[src/rtl/fb_pkg.sv]
// Shared definitions for the character frame-buffer write path:
// controller state encoding and the default 80x60 text geometry.
package fb_pkg;

  typedef enum logic [1:0] {
    IDLE    = 2'd0,
    CLEAR   = 2'd1,
    WAIT_VB = 2'd2,
    COMMIT  = 2'd3
  } fb_state_t;

  localparam int COLS          = 80;
  localparam int ROWS          = 60;
  localparam int CELLS_DEFAULT = COLS * ROWS;

  // Linear cell index of a (row, col) position in the text frame.
  function automatic int cell_index(input int row, input int col);
    return row * COLS + col;
  endfunction

endpackage

[src/rtl/fb_write_ctrl.sv]
// Frame-buffer write controller: arbitrates CPU cell writes, back-buffer fills
// and vblank-aligned buffer swaps onto a single registered write port.
//
// Handshake: a CPU write is taken in any cycle where cpu_req and cpu_ready are
// both 1; cpu_addr/cpu_data are sampled in that cycle and nothing else is held.
module fb_write_ctrl
  import fb_pkg::*;
#(
  parameter int CELLS  = CELLS_DEFAULT,
  parameter int ADDR_W = 13
) (
  input  logic              clk,
  input  logic              rst,
  input  logic              cpu_req,
  input  logic [ADDR_W-1:0] cpu_addr,
  input  logic [7:0]        cpu_data,
  output logic              cpu_ready,
  input  logic              clear_req,
  input  logic [7:0]        clear_char,
  input  logic              swap_req,
  input  logic              vblank,
  output logic              fb_wr,
  output logic [ADDR_W-1:0] fb_addr,
  output logic [7:0]        fb_din,
  output logic              fb_commit,
  output logic              busy,
  output logic              swap_done,
  output logic              oob_err,
  output fb_state_t         dbg_state
);

  localparam logic [ADDR_W:0]   CELLS_X   = (ADDR_W + 1)'(CELLS);
  localparam logic [ADDR_W-1:0] LAST_ADDR = ADDR_W'(CELLS - 1);

  fb_state_t         state, state_n;
  logic              swap_pend, swap_pend_n;
  logic [ADDR_W-1:0] clr_cnt, clr_cnt_n;
  logic              fb_wr_n, fb_commit_n, swap_done_n, oob_err_n;
  logic [ADDR_W-1:0] fb_addr_n;
  logic [7:0]        fb_din_n;

  assign cpu_ready = (state == IDLE) & ~clear_req & ~swap_req & ~swap_pend;
  assign busy      = (state != IDLE) | swap_pend;
  assign dbg_state = state;

  always_comb begin
    state_n     = state;
    swap_pend_n = swap_pend;
    clr_cnt_n   = clr_cnt;
    fb_wr_n     = 1'b0;
    fb_addr_n   = fb_addr;
    fb_din_n    = fb_din;
    fb_commit_n = 1'b0;
    swap_done_n = 1'b0;
    oob_err_n   = 1'b0;
    unique case (state)
      IDLE: begin
        if (clear_req) begin
          // A swap arriving with the clear is deferred until the fill is done.
          state_n     = CLEAR;
          swap_pend_n = swap_pend | swap_req;
          fb_wr_n     = 1'b1;
          fb_addr_n   = '0;
          fb_din_n    = clear_char;
          clr_cnt_n   = ADDR_W'(1);
        end else if (swap_req | swap_pend) begin
          state_n     = WAIT_VB;
          swap_pend_n = 1'b0;
        end else if (cpu_req) begin
          if ({1'b0, cpu_addr} < CELLS_X) begin
            fb_wr_n   = 1'b1;
            fb_addr_n = cpu_addr;
            fb_din_n  = cpu_data;
          end else begin
            oob_err_n = 1'b1;
          end
        end
      end
      CLEAR: begin
        swap_pend_n = swap_pend | swap_req;
        // fb_addr is the cell on the port this cycle; fb_din still holds the fill value.
        if (fb_addr == LAST_ADDR) begin
          state_n   = IDLE;
          clr_cnt_n = '0;
        end else begin
          fb_wr_n   = 1'b1;
          fb_addr_n = clr_cnt;
          clr_cnt_n = clr_cnt + ADDR_W'(1);
        end
      end
      WAIT_VB: begin
        swap_pend_n = swap_pend | swap_req;
        if (vblank) begin
          state_n     = COMMIT;
          fb_commit_n = 1'b1;
          swap_done_n = 1'b1;
        end
      end
      COMMIT: begin
        swap_pend_n = swap_pend | swap_req;
        state_n     = IDLE;
      end
      default: state_n = IDLE;
    endcase
  end

  always_ff @(posedge clk or posedge rst) begin
    if (rst) begin
      state     <= IDLE;
      swap_pend <= 1'b0;
      clr_cnt   <= '0;
      fb_wr     <= 1'b0;
      fb_addr   <= '0;
      fb_din    <= '0;
      fb_commit <= 1'b0;
      swap_done <= 1'b0;
      oob_err   <= 1'b0;
    end else begin
      state     <= state_n;
      swap_pend <= swap_pend_n;
      clr_cnt   <= clr_cnt_n;
      fb_wr     <= fb_wr_n;
      fb_addr   <= fb_addr_n;
      fb_din    <= fb_din_n;
      fb_commit <= fb_commit_n;
      swap_done <= swap_done_n;
      oob_err   <= oob_err_n;
    end
  end

endmodule

[config.mk]
export PLATFORM = sky130hd
export DESIGN_NAME = fb_write_ctrl
export DESIGN_NICKNAME = d
export VERILOG_FILES = /design/src/rtl/fb_pkg.sv /design/src/rtl/fb_write_ctrl.sv
export SDC_FILE = /design/constraint.sdc
export NUM_CORES = 1
export LEC_CHECK = 0
export BUFFER_PORTS_ARGS = -buffer_cell sky130_fd_sc_hd__buf_4
export CAP_MARGIN = 20
export CORE_AREA = 10 10 73 75
export DETAILED_ROUTE_END_ITERATION = 6
export DIE_AREA = 0 0 83 85
export GPL_TIMING_DRIVEN = 1
export MAX_ROUTING_LAYER = met4
export PLACE_DENSITY = 0.9
export SLEW_MARGIN = 20
export SYNTH_ARGS = -nofsm -noshare
export SYNTH_HDL_FRONTEND = slang
export SYNTH_SLANG_ARGS = --single-unit
[constraint.sdc]
create_clock -name clk -period 4.1 [get_ports clk]
set_input_delay 0.82 -clock clk [delete_from_list [all_inputs] [get_ports clk]]
set_output_delay 0.82 -clock clk [all_outputs]
set_load 0.05 [all_outputs]
==> impl_metrics.toml <==
[run_status]
status = "complete, no violations"

[global_routing]
grt_util_met1_pct = 17.9
grtUsageMet3_pct = 4.78
grtUsageMet2_pct = 23.7
grt_pass1_vias = 1784
grt-busiest-layer = "met2"
grt.total_usage_pct = 15.1
grt_pass1_wl_um = 8600
antenna_found_initial = 0
grt_start_max_net_pins = 41
grt-ovfl-total = 0

[die]
die_area_mm2 = 0.00706
initial_utilization_pct = 53.8
coreArea_mm2 = 0.00391
ioPinCount = 64
die_w_um = 83
die_h_um = 85
rows = 23

[logic_synthesis]
netlist_area_mm2 = 0.00210
synth_edf_count = 0
yosysSeqAreaShare_pct = 47.6
ys_async_sr_fraction_pct = 100
synth_area_leader_cell = "dfrtp_1"
ys_types = 39
ys_ff_latch = 40
yosys_warnings = 0
synth_cells = 207
synth_nets = 243
syn-mean-instance-area_um2 = 10.2
netlist.area_leader.share_pct = 47.6
synth_ff_type = "dfrtp_1"
synthTopCellsByArea = "dfrtp_1, mux2_2, a21oi_1"

[min_path]
worstHoldEndpoint = "clr_cnt[12]$_DFFE_PP0P_"
hold_path_class = "reg -> reg"
hold_path_startpoint = "clr_cnt[12]$_DFFE_PP0P_"
hold_path_depth = 1

[sta]
rsz0062_at_grt = "no"
setup_violations = 0
fin_tns_setup_ns = 0
hold_viol = 0
min_period_over_period_pct = 66.6
slew_headroom_pct = 34.5
max_freq_mhz = 366
min_period_ns = 2.73
tightest_slew_ns = 0.982
drv_slew = 0
setup_slack_ns = 1.37
finClkSkew_ns = 0.0110

[clock_tree]
clock_latency_ns = 0.30
cts_root_buf = "clkbuf_8"
cts_tree = "built"
postCtsHoldBufs = 0
clkTransAtPathRegs_ns = 0.08
clock_sinks = 40
ctsResizeCount = 0
post-cts-setup-buffer-count = 0
cts.htree.levels = 2
cts_buffers = 5
clk_path_buf_depth = 2

[setup_path]
worstPathRequired_ns = 3.28
critPathKind = "in -> out"
slowest_stage = "nor3_1"
crit_chain = "buf_4 > nor3_1 > and2_2 > buf_4"
r2r_start = "dbg_state[0]$_DFFE_PP0P_"
r2r_setup_slack_ns = 1.99
end_kind = "output port"
rr_worst_depth = 5
path_common_cell = "buf_4"
path_buf_inv = 2
crit_fanout = 28
max_stage_delay_ns = 0.42
worstReg2RegEnd = "clr_cnt[11]$_DFFE_PP0P_"
crit_family = "simple AND/OR/NAND/NOR gates"
cp.arrival_ns = 1.91
cp-start-kind = "input pin"

[cells_and_area]
fillers = 323
multi_input_area_mm2 = 0.00101
ff_latch_area_mm2 = 0.00100
drive_above_1_share_pct = 36.7
area_delta_synth_final_pct = 27.8
fin_util_pct = 68.7
nets = 302
antenna_cells = 0

[drt]
dr.pass1.iters = 4
wirelength_um = 5190
drtIter0Drc = 121
wl_per_cell_um = 16.4
detail-route-antenna-nets = 0
viasPerCell = 5.48
drc_errors = 0
via_count = 1738

[placement]
dp_hpwl_um = 3990
port_buffers = 63
pre_cts_slack_ns = 1.36
gp_congestion = 0.865

[pwr]
power.density_mw_per_mm2 = 836
p_leak_nw = 1.23
ir_worst_vdd_uv = 497

[job]
max-cap-violations = 0
==> final cells by class <==
cell class | count | share of cell area, %
repair buffers | 65 | 18.1
clock inverters | 3 | 1.72
well taps | 50 | 2.33
flip-flops and latches | 40 | 37.2
clock buffers | 5 | 2.56
inverters | 4 | 0.558
multi-input cells | 150 | 37.5
==> logic make-up after synthesis <==
family / synth area share [%]
DFF: 47.6
AOI/OAI and AO/OA: 13.0
buffers and inverters: 4.52
xor gates and xnor gates: 3.33
adders and majority gates: 0.594
and+or+nand+nor: 21.5
muxes: 9.51
==> flip-flops by register name, indices dropped and copies added, names as in the netlist <==
register	flops
swap_done	1
fb_wr	1
fb_addr	13
oob_err	1
clr_cnt	13
dbg_state	2
fb_din	8
swap_pend	1
==> power breakdown <==
group	switching, mW	internal (mW)
sequential	0.143	0.550
clock	0.147	0.183
combinational	0.822	0.403
==> synthesized netlist by cell type (3+ instances only) <==
master and number:
nand2_1 10, dfrtp_1 40, mux2_2 16, a21oi_1 28, xnor2_1 3, a31oi_1 4
nand3_1 3, nor2_1 31, nor3b_1 13, and3_1 5, buf_4 3, buf_2 4
inv_1 4, nand4_1 3, xor2_1 5
==> how the worst max path moves through the flow <==
stage | start | endpoint | depth (start not counted)
after global routing | clear_req | cpu_ready | 4
after detailed placement | clear_req | cpu_ready | 4
after floorplan | clear_req | cpu_ready | 3
after CTS | clear_req | cpu_ready | 4
final | clear_req | cpu_ready | 4
after global placement | clear_req | cpu_ready | 4
==> metal layers <==
| metal | up-vias | part of all wire [%] |
|---|---|---|
| met2 | 70 | 48 |
| li1 | 842 | - |
| met5 | - | 0 |
| met1 | 817 | 44 |
| met3 | 9 | 6.1 |
| met4 | 0 | 2.0 |
==> placed cells by master (no fill, tap or decap), drive strengths merged, types with 3 or more instances in the layout <==
cell type and instances:
buf 65, dfrtp 40, nor2 32, a21oi 28
mux2 16, nor3b 13, nand2 10, and3 5
xor2 5, clkbuf 5, inv 5, a31oi 4
nand4 3, nand3 3, xnor2 3, nor3 3
==> stage by stage <==
stage	cell area (um^2)	std cells	hold WS, ns	power, mW
after floorplan	2100	207	0.451	1.61
after global placement	2570	309	0.473	1.90
after detailed placement	2570	309	0.479	1.94
after CTS	2690	317	0.490	2.27
after global routing	2690	317	0.533	2.39
final	2690	317	0.491	2.25
Note: power is estimated with default switching activity, not from simulation.
